$ cat src/rtl/uart_sched_pkg.sv
// Shared types, default parameters and sizing helpers for the UART transmit scheduler.
package uart_sched_pkg;

    typedef enum logic [1:0] {
        IDLE  = 2'd0,
        START = 2'd1,
        WAIT  = 2'd2,
        GAP   = 2'd3
    } state_t;

    localparam int DEF_NUM_REQ    = 4;
    localparam int DEF_CLK_FREQ   = 50_000_000;
    localparam int DEF_BAUD_RATE  = 9600;
    localparam int DEF_GAP_CYCLES = 16;

    // Watchdog budget: 12 bit times, which leaves margin over a 10-bit 8N1 frame.
    function automatic int default_timeout(input longint clk_freq, input longint baud_rate);
        return int'((longint'(12) * clk_freq) / baud_rate);
    endfunction

    // Bits needed to hold 0..max_val, never less than one.
    function automatic int cnt_width(input int max_val);
        int w;
        w = $clog2(max_val + 1);
        return (w < 1) ? 1 : w;
    endfunction

endpackage

$ cat src/rtl/rr_arbiter.sv
// Round-robin arbiter: combinational pick from last_grant+1 upward with wrap,
// pointer advanced only when the pick is actually taken.
module rr_arbiter #(
    parameter int N = 4
) (
    input  logic                 clk,
    input  logic                 rst,
    input  logic [N-1:0]         req,
    input  logic                 accept,
    output logic [N-1:0]         grant,
    output logic [$clog2(N)-1:0] grant_idx,
    output logic                 any_req
);

    localparam int IW = $clog2(N);

    logic [IW-1:0] last_grant;
    logic [IW-1:0] cand;
    logic          found;

    assign any_req = |req;

    // Search the N positions following last_grant and take the first requester.
    always_comb begin
        found     = 1'b0;
        cand      = '0;
        grant_idx = '0;
        grant     = '0;
        for (int i = 1; i <= N; i++) begin
            cand = IW'((int'(last_grant) + i) % N);
            if (!found && req[cand]) begin
                found     = 1'b1;
                grant_idx = cand;
            end
        end
        if (found) begin
            grant[grant_idx] = 1'b1;
        end
    end

    // Pointer starts at N-1 so requester 0 has first priority out of reset.
    always_ff @(posedge clk or negedge rst) begin
        if (!rst) begin
            last_grant <= IW'(N - 1);
        end else if (accept) begin
            last_grant <= grant_idx;
        end
    end

endmodule

$ cat src/rtl/uart_tx_sched.sv
// Shares one uart_tx among NUM_REQ byte requesters with round-robin fairness,
// a per-frame watchdog and an enforced idle gap after every frame.
//
// state | meaning
// IDLE  | no frame in flight; arbitrate and accept one byte when any request is pending
// START | byte latched; start_tx pulse is registered out during the next cycle
// WAIT  | frame on the line; wait for a tx_done rising edge or watchdog expiry
// GAP   | mandatory inter-frame idle time before the next acceptance
module uart_tx_sched
    import uart_sched_pkg::*;
#(
    parameter int NUM_REQ        = DEF_NUM_REQ,
    parameter int CLK_FREQ       = DEF_CLK_FREQ,
    parameter int BAUD_RATE      = DEF_BAUD_RATE,
    parameter int GAP_CYCLES     = DEF_GAP_CYCLES,
    parameter int TIMEOUT_CYCLES = default_timeout(CLK_FREQ, BAUD_RATE)
) (
    input  logic                       clk,
    input  logic                       rst,
    input  logic [NUM_REQ-1:0]         req_valid,
    input  logic [8*NUM_REQ-1:0]       req_data,
    output logic [NUM_REQ-1:0]         req_ready,
    output logic                       start_tx,
    output logic [7:0]                 data_tx,
    input  logic                       tx_done,
    output logic                       busy,
    output logic [$clog2(NUM_REQ)-1:0] grant_id,
    output logic                       timeout_err,
    input  logic                       clr_err
);

    localparam int GIW = $clog2(NUM_REQ);
    localparam int WDW = cnt_width(TIMEOUT_CYCLES);
    localparam int GPW = cnt_width(GAP_CYCLES);

    localparam logic [WDW-1:0] WD_LAST  = WDW'(TIMEOUT_CYCLES - 1);
    // A zero gap still spends one cycle in GAP, so both 0 and 1 end on count 0.
    localparam logic [GPW-1:0] GAP_LAST = GPW'((GAP_CYCLES == 0) ? 0 : GAP_CYCLES - 1);

    state_t state;
    state_t state_nxt;

    logic [NUM_REQ-1:0] arb_grant;
    logic [GIW-1:0]     arb_idx;
    logic               any_req;
    logic               accept;
    logic               timeout_evt;
    logic               done_q;
    logic               done_rise;
    logic [WDW-1:0]     wd_cnt;
    logic [GPW-1:0]     gap_cnt;

    rr_arbiter #(
        .N (NUM_REQ)
    ) u_arb (
        .clk       (clk),
        .rst       (rst),
        .req       (req_valid),
        .accept    (accept),
        .grant     (arb_grant),
        .grant_idx (arb_idx),
        .any_req   (any_req)
    );

    // Edge detect runs in every state so a level already high entering WAIT is not a rise.
    assign done_rise = tx_done & ~done_q;
    assign busy      = (state != IDLE);

    // State register.
    always_ff @(posedge clk or negedge rst) begin
        if (!rst) begin
            state <= IDLE;
        end else begin
            state <= state_nxt;
        end
    end

    // Next-state decode plus the accept and watchdog-abort strobes.
    always_comb begin
        state_nxt   = state;
        accept      = 1'b0;
        timeout_evt = 1'b0;
        case (state)
            IDLE: begin
                if (any_req) begin
                    accept    = 1'b1;
                    state_nxt = START;
                end
            end
            START: begin
                state_nxt = WAIT;
            end
            WAIT: begin
                if (done_rise) begin
                    state_nxt = GAP;
                end else if (wd_cnt == WD_LAST) begin
                    timeout_evt = 1'b1;
                    state_nxt   = GAP;
                end
            end
            GAP: begin
                if (gap_cnt == GAP_LAST) begin
                    state_nxt = IDLE;
                end
            end
            default: begin
                state_nxt = IDLE;
            end
        endcase
    end

    // Registered handshake and transmitter outputs; byte and owner hold until the next accept.
    always_ff @(posedge clk or negedge rst) begin
        if (!rst) begin
            req_ready <= '0;
            start_tx  <= 1'b0;
            data_tx   <= 8'h00;
            grant_id  <= '0;
        end else begin
            req_ready <= accept ? arb_grant : '0;
            start_tx  <= (state == START);
            if (accept) begin
                data_tx  <= req_data[{arb_idx, 3'b000} +: 8];
                grant_id <= arb_idx;
            end
        end
    end

    // Watchdog restarts in START and counts every WAIT cycle; gap counter runs only in GAP.
    always_ff @(posedge clk or negedge rst) begin
        if (!rst) begin
            wd_cnt  <= '0;
            gap_cnt <= '0;
        end else begin
            if (state == START) begin
                wd_cnt <= '0;
            end else if (state == WAIT) begin
                wd_cnt <= wd_cnt + WDW'(1);
            end
            if (state == GAP) begin
                gap_cnt <= gap_cnt + GPW'(1);
            end else begin
                gap_cnt <= '0;
            end
        end
    end

    // tx_done history for the edge detect.
    always_ff @(posedge clk or negedge rst) begin
        if (!rst) begin
            done_q <= 1'b0;
        end else begin
            done_q <= tx_done;
        end
    end

    // Sticky abort flag; a new abort beats a simultaneous clear.
    always_ff @(posedge clk or negedge rst) begin
        if (!rst) begin
            timeout_err <= 1'b0;
        end else if (timeout_evt) begin
            timeout_err <= 1'b1;
        end else if (clr_err) begin
            timeout_err <= 1'b0;
        end
    end

endmodule

$ cat config.mk
export PLATFORM = sky130hd
export DESIGN_NAME = uart_tx_sched
export DESIGN_NICKNAME = d
export VERILOG_FILES = /design/src/rtl/uart_sched_pkg.sv /design/src/rtl/rr_arbiter.sv /design/src/rtl/uart_tx_sched.sv
export SDC_FILE = /design/constraint.sdc
export NUM_CORES = 1
export LEC_CHECK = 0
export CELL_PAD_IN_SITES_DETAIL_PLACEMENT = 0
export CELL_PAD_IN_SITES_GLOBAL_PLACEMENT = 1
export CORE_MARGIN = 10
export CORE_UTILIZATION = 40
export CTS_BUF_LIST = sky130_fd_sc_hd__clkbuf_16
export DETAILED_ROUTE_END_ITERATION = 8
export PLACE_DENSITY = 0.83
export SLEW_MARGIN = 20
export SYNTH_ARGS = -nofsm -noshare
export SYNTH_HDL_FRONTEND = slang
export SYNTH_SLANG_ARGS = --single-unit
$ cat constraint.sdc
create_clock -name clk -period 5.9 [get_ports clk]
set_clock_uncertainty 0.1 [all_clocks]
set_input_delay 1.18 -clock clk [delete_from_list [all_inputs] [get_ports clk]]
set_output_delay 1.18 -clock clk [all_outputs]
set_load 0.01 [all_outputs]
; ---- Yosys cells after proc, flatten, opt, wreduce, memory -nomap -nowiden
; Index checks and enable logic that the tools add are counted.
[op_classes]
shift = 1
reduce_logical = 13
bitwise = 2
n_mux = 35
magnitude_cmp = 6
addsub = 6
n_eq_ne = 8
[op_table]
columns = operator, n
row1 = $mux W16, 2
row2 = $shiftx A32 B6 Y8, 1
row3 = $add A16 B1 Y16 const B, 1
row4 = $eq A16 B16 Y1 const B, 1
row5 = $mux W1, 16
row6 = $mux W2, 8
row7 = $lt A2 B3 Y1 const B, 5
row8 = $bmux W1 S2, 4
row9 = $mux W4, 2
row10 = $pmux W2 S4, 1
row11 = $reduce_bool A2 Y1, 3
row12 = $add A5 B1 Y5 const B, 1
row13 = $eq A5 B4 Y1 const B, 1
row14 = $mux W5, 1
row15 = $add A2 B1 Y2 const B, 2
row16 = $add A2 B2 Y2 const B, 2
row17 = $eq A2 B2 Y1 const B, 2
row18 = $logic_and A1 B1 Y1, 4
row19 = $ne A2 B2 Y1 const B, 2
row20 = $reduce_or A4 Y1, 1
row21 = $logic_not A1 Y1, 3
row22 = $ne A3 B3 Y1 const B, 1
row23 = $reduce_and A3 Y1, 1
row24 = $demux W1 S2, 1
row25 = other kinds (5), 5
[word_totals]
elab_cells = 81
out_inout_bits = 17
regBits = 42
in_bits = 40

; ---- Depth between registers and ports, before layout
; Gate-level depths: netlist (run 1).
[depth]
ltp_word = 19
depth_mapped = 8
ltp_nobuf = 7

; ---- Hierarchy
; From an unflattened synthesis (run 1), not the netlist that was laid out.
[hier_totals]
hier_cells = 201
area_unflattened_um2 = 2273.4
[by_module_without_submodules]
columns = mod, area_each_um2, cells_each, seq_area_each_um2, n_inst
row1 = uart_tx_sched, 2038.2, 171, 1001.0, 1
row2 = rr_arbiter, 235.2, 30, 52.6, 1

; ---- Worst setup path after synthesis (run 1)
; OpenSTA, ideal clock, no wires.
[synth_path]
kind = input -> register
from = input req_valid[1]
to = register data_tx[1]
t_arrival_ns = 2.444
required_ns = 5.674
path_buffers = 1
setup_ns = 0.126
path_stages = 6
path_slack_ns = 3.230
cell_sequence = mux2_4 a32oi_2 o21ai_2 buf_6 mux2_4 a221o_1
[synth_between]
elab_chain_cells = 13
word_cells_on_any_way = 25
cone_classes = shift: 1 / mux: 17 / reduce/logical: 7
[synth_rtl]
columns = item, line
row1 = "start, declared", uart_tx_sched.sv:20  ; input logic [NUM_REQ-1:0] req_valid,
row2 = $bmux W1 S2, rr_arbiter.sv:31  ; if (!found && req[cand]) begin
row3 = $mux W1 (not written as such), rr_arbiter.sv:31
row4 = $mux W1, rr_arbiter.sv:31
row5 = $logic_not A1 Y1, rr_arbiter.sv:31
row6 = $logic_and A1 B1 Y1, rr_arbiter.sv:31
row7 = $mux W1, rr_arbiter.sv:31
row8 = $logic_not A1 Y1, rr_arbiter.sv:31
row9 = $logic_and A1 B1 Y1, rr_arbiter.sv:31
row10 = $mux W1, rr_arbiter.sv:31
row11 = $logic_not A1 Y1, rr_arbiter.sv:31
row12 = $logic_and A1 B1 Y1, rr_arbiter.sv:31
row13 = $mux W2, rr_arbiter.sv:31
row14 = $shiftx A32 B6 Y8, uart_tx_sched.sv:123  ; data_tx <= req_data[{arb_idx, 3'b000} +: 8];
row15 = "end signal, assigned", uart_tx_sched.sv:123
row16 = "end, declared", uart_tx_sched.sv:24  ; output logic [7:0] data_tx,
; Parallel ways exist; a longest one is shown, timed or not. The select of a mux whose other input is x is not followed.
; A chain may end at the register's enable or synchronous reset.

; ---- Final worst setup path (run 1)
; Ends and elaborated chain as after synthesis.

==> metrics.txt, run 1 <==
total wire length=5360 um; Psw=0.443 mW; pwr/cell area=425 nW/um2; P&R area growth vs syn=34.1%; placed cell count=330; crit path kind=input pin to flop; vias in the first global route=1,701; GR Util All Layers=0.125; Congestion Overflow GR=0; share of cells above drive strength 1=0.0637; synthesized area=2180 um2; Die Footprint=8790 um2; Die H=93.8 um; asr flop ratio synth=1.00; predominant post-synthesis flop cell=dfrtp_1; worst vdd ir=0.000236 V; Placer Congestion=0.755; antenna cells=0; global-route wire length before repair=8870 um; busiest grt layer=met2; P_leak=1.29 nW; largest net degree at the start of global routing=43; worst path required time=5.97 ns; WP data arrival=3.20 ns; vias per cell=5.15; post-CTS setup buffer count=0; Initial Utilization=0.418; CTS max path bufs=2; fmax=319 MHz; antenna violations before repair=0; TritonCTS buffer count=5; clock power share=0.207; Logic pwr share=0.432; yosys warns=0; ANT nets after route=0; crit end category=flop; GR Layer Usage met3=0.0376; # setup viols final=0; TritonRoute pass-1 iters=4; crit-path cells=clkdlybuf4s50_1 > a22oi_1 > o21ai_4 > mux2_1 > a221o_1; WP buf/inv=1; final setup margin=2.77 ns; Gates resized, CTS repair=0; DP HPWL=4020 um; biggest area consumer among synthesized cells=dfrtp_1; drt drc=0; # Max-Cap Violations=0; root buf cell=clkbuf_16; Hold Slack=0.371 ns; Post-Place Setup Slack=2.21 ns; Hold Path Class=flop to flop; Yosys top cell area share=0.460; sequential fraction of the synthesis area=0.484; grt met2 use=0.186; clock slew seen by the registers of the worst setup and hold paths=0.06 ns; most frequent cells in the layout=clkdlybuf4s50_1 (55), dfrtp_1 (40), nor2_1 (23), inv_1 (16), mux2i_1 (15); RSZ-0062 raised after global routing=false; Setup crit start kind=input pin; nets=314; Final TNS setup=0 ns; pins over their slew limit=0; CP peak stage delay=0.58 ns; CTS tree=built; worst-skew pair later-pin latency=0.28 ns; post-synthesis cell count=210; Synth cell types=44; Tcrit/Tclk final=0.531; Site Rows=26; minimum clock period=3.13 ns; Sw Ratio=0.356; IO Pins=57; slew margin rel.=0.390; syn_nets=257; number of synthesized flops with an enable pin=0; Tightest Pin Transition=0.915 ns; status=completed; clock sink count=42; most common cell after layout, fill and taps aside=clkdlybuf4s50_1; Die W=93.8 um; synthesized area per cell=10.4 um2; Seq cells post-synth=42; DR iter-0 viols=92; cell family with most CP delay=compound AO/OA/AOI/OAI gates; M1 GR Usage=0.168; per-cell routed wire length=15.9 um; # H-tree levels=2; post-layout util=0.561; sequential power share=0.361; via count=1,734; core footprint=5200 um2; Worst Path Max Fanout=18; final non-filler cell total=337; P_int=0.800 mW; PortBufs=56; Synth area leaders=dfrtp_1 (46%), mux2i_1 (6.9%), ha_1 (4.0%); slowest CP cell=clkdlybuf4s50_1; final hold violation count=0; hold buffer count at CTS=0
-- cells by family after synthesis --
logic type,after synthesis,synth area share
xor gates and xnor gates,9,0.0362
muxes,20,0.0983
and+or+nand+nor,69,0.166
buffers and inverters,22,0.0471
adders and majority gates,7,0.0402
AOI/OAI and AO/OA,41,0.129
DFF,42,0.484
-- metal layers --
layer / part of all wire / routed length [um]
met4: 0.0090 / 48
met2: 0.43 / 2320
met3: 0.058 / 310
met1: 0.50 / 2680
met5: 0 / 0
-- cells in the mapped netlist, drive strengths merged, types with 2 or more instances --
cell type / n
xnor2: 3
nand2b: 2
and2: 5
dfstp: 2
buf: 4
xor2: 6
or3: 4
or4: 3
nor3: 2
and3: 3
o22ai: 4
nor4: 4
nor2b: 3
mux2: 5
a21boi: 2
o21ai: 10
nor2: 23
nand3: 6
clkbuf: 2
mux2i: 15
nand2: 7
a21oi: 9
nor3b: 2
inv: 16
a221oi: 7
ha: 7
nand4: 4
dfrtp: 40
a21o: 2
-- registers in the layout (all words and copies together), names as in the netlist --
| name | count |
|---|---|
| start_tx | 1 |
| grant_id | 2 |
| done_q | 1 |
| state | 2 |
| u_arb.last_grant | 2 |
| gap_cnt | 5 |
| wd_cnt | 16 |
| req_ready | 4 |
| timeout_err | 1 |
| data_tx | 8 |
-- worst register-to-register path, delay by kind of cell (launching register included) --
family,cells,cell delay (ns)
AND/OR/NAND/NOR,3,1.28
adder cells (fa/ha/maj),1,0.51
flip-flops,1,0.38
buffers and inverters,1,0.09
AO/OA/AOI/OAI,1,0.14
-- cell type report --
cell class              count  area, um2
well taps                  70       87.6
repair buffers             56        556
fillers                   471       2280
clock buffers               5        125
flip-flops and latches     42       1050
clock inverters             2       10.0
inverters                  16       60.1
multi-input cells         146       1030
-- through the flow --
step	power [mW]	area, um2
4_1_cts	1.26	2910
3_3_place_gp	0.988	2780
3_5_place_dp	0.996	2780
6_report	1.24	2920
5_1_grt	1.34	2920
2_1_floorplan	0.794	2180
-- power by group through the flow --
stage	Sequential [mW]	Clock (mW)	Combinational, mW
2_1_floorplan	0.454	0	0.340
3_3_place_gp	0.449	0	0.539
4_1_cts	0.449	0.266	0.545
3_5_place_dp	0.453	0	0.543
6_report	0.448	0.257	0.537
5_1_grt	0.461	0.277	0.600
-- path summary, 6_finish.rpt --
| check | start | to | slack [ns] | depth (start not counted) |
|---|---|---|---|---|
| min reg2reg | gap_cnt[0]$_DFF_PN0_ | gap_cnt[0]$_DFF_PN0_ | 0.37 | 1 |
| min | gap_cnt[0]$_DFF_PN0_ | gap_cnt[0]$_DFF_PN0_ | 0.37 | 1 |
| max reg2reg | state[0]$_DFFE_PN0P_ | wd_cnt[12]$_DFFE_PN0P_ | 3.33 | 6 |
| min in group asynchronous | rst | req_ready[0]$_DFF_PN0_ | 0.94 | 1 |
| max | req_valid[1] | data_tx[1]$_DFFE_PN0P_ | 2.77 | 5 |
| max in group asynchronous | rst | data_tx[7]$_DFFE_PN0P_ | 4.19 | 1 |
Note: power is estimated with default switching activity, not from simulation.
==> run 2, diff against run 1 <==
CORE_UTILIZATION = 37   (was 40)
PLACE_DENSITY = 0.77   (was 0.83)
clock period = 3.1 ns   (was 5.9 ns; I/O delays follow)
==> run 2 against run 1 <==
  * Count of clock-buffer cells in the layout unchanged
  * Highest routed layer unchanged
  * Critical endpoint unchanged
  * Largest cell class unchanged
  * Wire length decreased by 3.7%
  * Largest power group unchanged
  * Global-route usage decreased by 1.1 points
==> metrics.txt, run 2 (synthesis results as in run 1) <==
crit-path cells=clkdlybuf4s50_1 > o21ai_0 > o21ai_0 > a211o_1 > nor2_1 > a221o_1; Placer Congestion=0.781; hold buffer count at CTS=0; number of flip-flops in the largest register=16; Setup crit start kind=input pin; root buf cell=clkbuf_16; Hold Path Class=flop to flop; minimum clock period=2.44 ns; worst path required time=3.21 ns; Final TNS setup=0 ns; antenna cells=0; PortBufs=56; drt drc=0; Die W=96.7 um; Site Rows=27; clock slew seen by the registers of the worst setup and hold paths=0.06 ns; antenna violations before repair=0; CP peak stage delay=0.53 ns; DP HPWL=3980 um; IO Pins=57; # H-tree levels=2; fmax=409 MHz; # Max-Cap Violations=0; most common cell after layout, fill and taps aside=clkdlybuf4s50_1; via count=1,755; status=completed; Pwr Total=2.36 mW; RSZ-0062 raised after global routing=false; worst-skew pair later-pin latency=0.28 ns; slew margin rel.=0.384; crit end category=flop; largest reg by FF count=wd_cnt; Finished Cell Area=2940 um2; TritonRoute pass-1 iters=6; slowest CP cell=nor2_1; largest net degree at the start of global routing=43; worst vdd ir=0.000452 V; placed cell count=335; Die H=96.7 um; final non-filler cell total=342; biggest regs=wd_cnt x16, data_tx x8, gap_cnt x5; TritonCTS buffer count=5; pins over their slew limit=0; WP buf/inv=1; post-CTS setup buffer count=0; final hold violation count=0; Initial Utilization=0.388; Placement Cell Area=2800 um2; core footprint=5610 um2; total wire length=5160 um; ANT nets after route=0; most frequent cells in the layout=clkdlybuf4s50_1 (55), dfrtp_1 (40), nor2_1 (23), inv_1 (18), mux2i_1 (15); nets=317; vias per cell=5.13; Gates resized, CTS repair=0; cell family with most CP delay=compound AO/OA/AOI/OAI gates; P&R area growth vs syn=34.8%; Worst Path Max Fanout=10; global-route wire length before repair=9010 um; Die Footprint=9350 um2; clock sink count=42; crit path kind=input pin to flop; vias in the first global route=1,772; GR Util All Layers=0.114; DR iter-0 viols=59; pwr/cell area=805 nW/um2; Tightest Pin Transition=0.925 ns; # setup viols final=0; per-cell routed wire length=15.1 um; share of cells above drive strength 1=0.0667; WP data arrival=2.55 ns; CTS tree=built; Tcrit/Tclk final=0.788; Congestion Overflow GR=0; P_leak=1.31 nW; CTS max path bufs=2; most used cell, CP=o21ai_0
[run 2: changes by cell type in the layout (fill, tap and decap cells not counted)]
cell,change
o21ai_4,-1
inv_1,+2
clkinv_2,-2
buf_4,+3
o21ai_2,+1
[run 2: worst register-to-register path: stages, from the launching register on]
cell and delay, ns:
dfrtp_1 0.37, inv_1 0.08, ha_1 0.33, nand4_2 0.17, or4_1 0.63, or3_1 0.39, a21oi_1 0.16
[run 2: final cells by class]
class | count | area, um2
multi-input cells | 146 | 1020
clock buffers | 5 | 125
fillers | 544 | 2670
well taps | 72 | 90.1
clock inverters | 2 | 7.51
repair buffers | 59 | 578
flip-flops and latches | 42 | 1050
inverters | 16 | 60.1
[run 2: path summary, 6_finish.rpt]
check                                     startpoint                      end  slack [ns]  cells after the start
max in group asynchronous                        rst         done_q$_DFF_PN0_        1.95                      1
worst min register to register  gap_cnt[0]$_DFF_PN0_     gap_cnt[0]$_DFF_PN0_        0.36                      1
worst min-delay path            gap_cnt[0]$_DFF_PN0_     gap_cnt[0]$_DFF_PN0_        0.36                      1
min in group asynchronous                        rst  grant_id[0]$_DFFE_PN0P_        0.39                      1
worst max-delay path                    req_valid[1]   data_tx[1]$_DFFE_PN0P_        0.66                      6
worst max register to register  state[0]$_DFFE_PN0P_   wd_cnt[10]$_DFFE_PN0P_        0.78                      6
[run 2: metrics by stage]
stage / worst slack (ns) / hold slack (ns) / utilization
after floorplan: 0.954 / 0.224 / -
after global placement: 0.369 / 0.356 / 0.500
after detailed placement: 0.336 / 0.362 / 0.500
after CTS: 0.626 / 0.370 / 0.523
after global routing: 0.432 / 0.399 / 0.523
final: 0.657 / 0.362 / 0.523
[run 2: per-layer routing]
| metal | up-vias | global-route usage | wire, um |
|---|---|---|---|
| met3 | 5 | 0.0348 | 306 |
| met1 | 825 | 0.150 | 2560 |
| met2 | 53 | 0.176 | 2250 |
| met4 | 0 | 0.0304 | 44 |
| met5 | - | 0 | 0 |
| li1 | 872 | - | - |
[run 2: power by group]
group          switching [mW]  internal, mW  total, mW
clock network           0.187         0.287      0.474
registers               0.125         0.722      0.847
logic                   0.512         0.530       1.04
total                   0.824          1.54       2.36
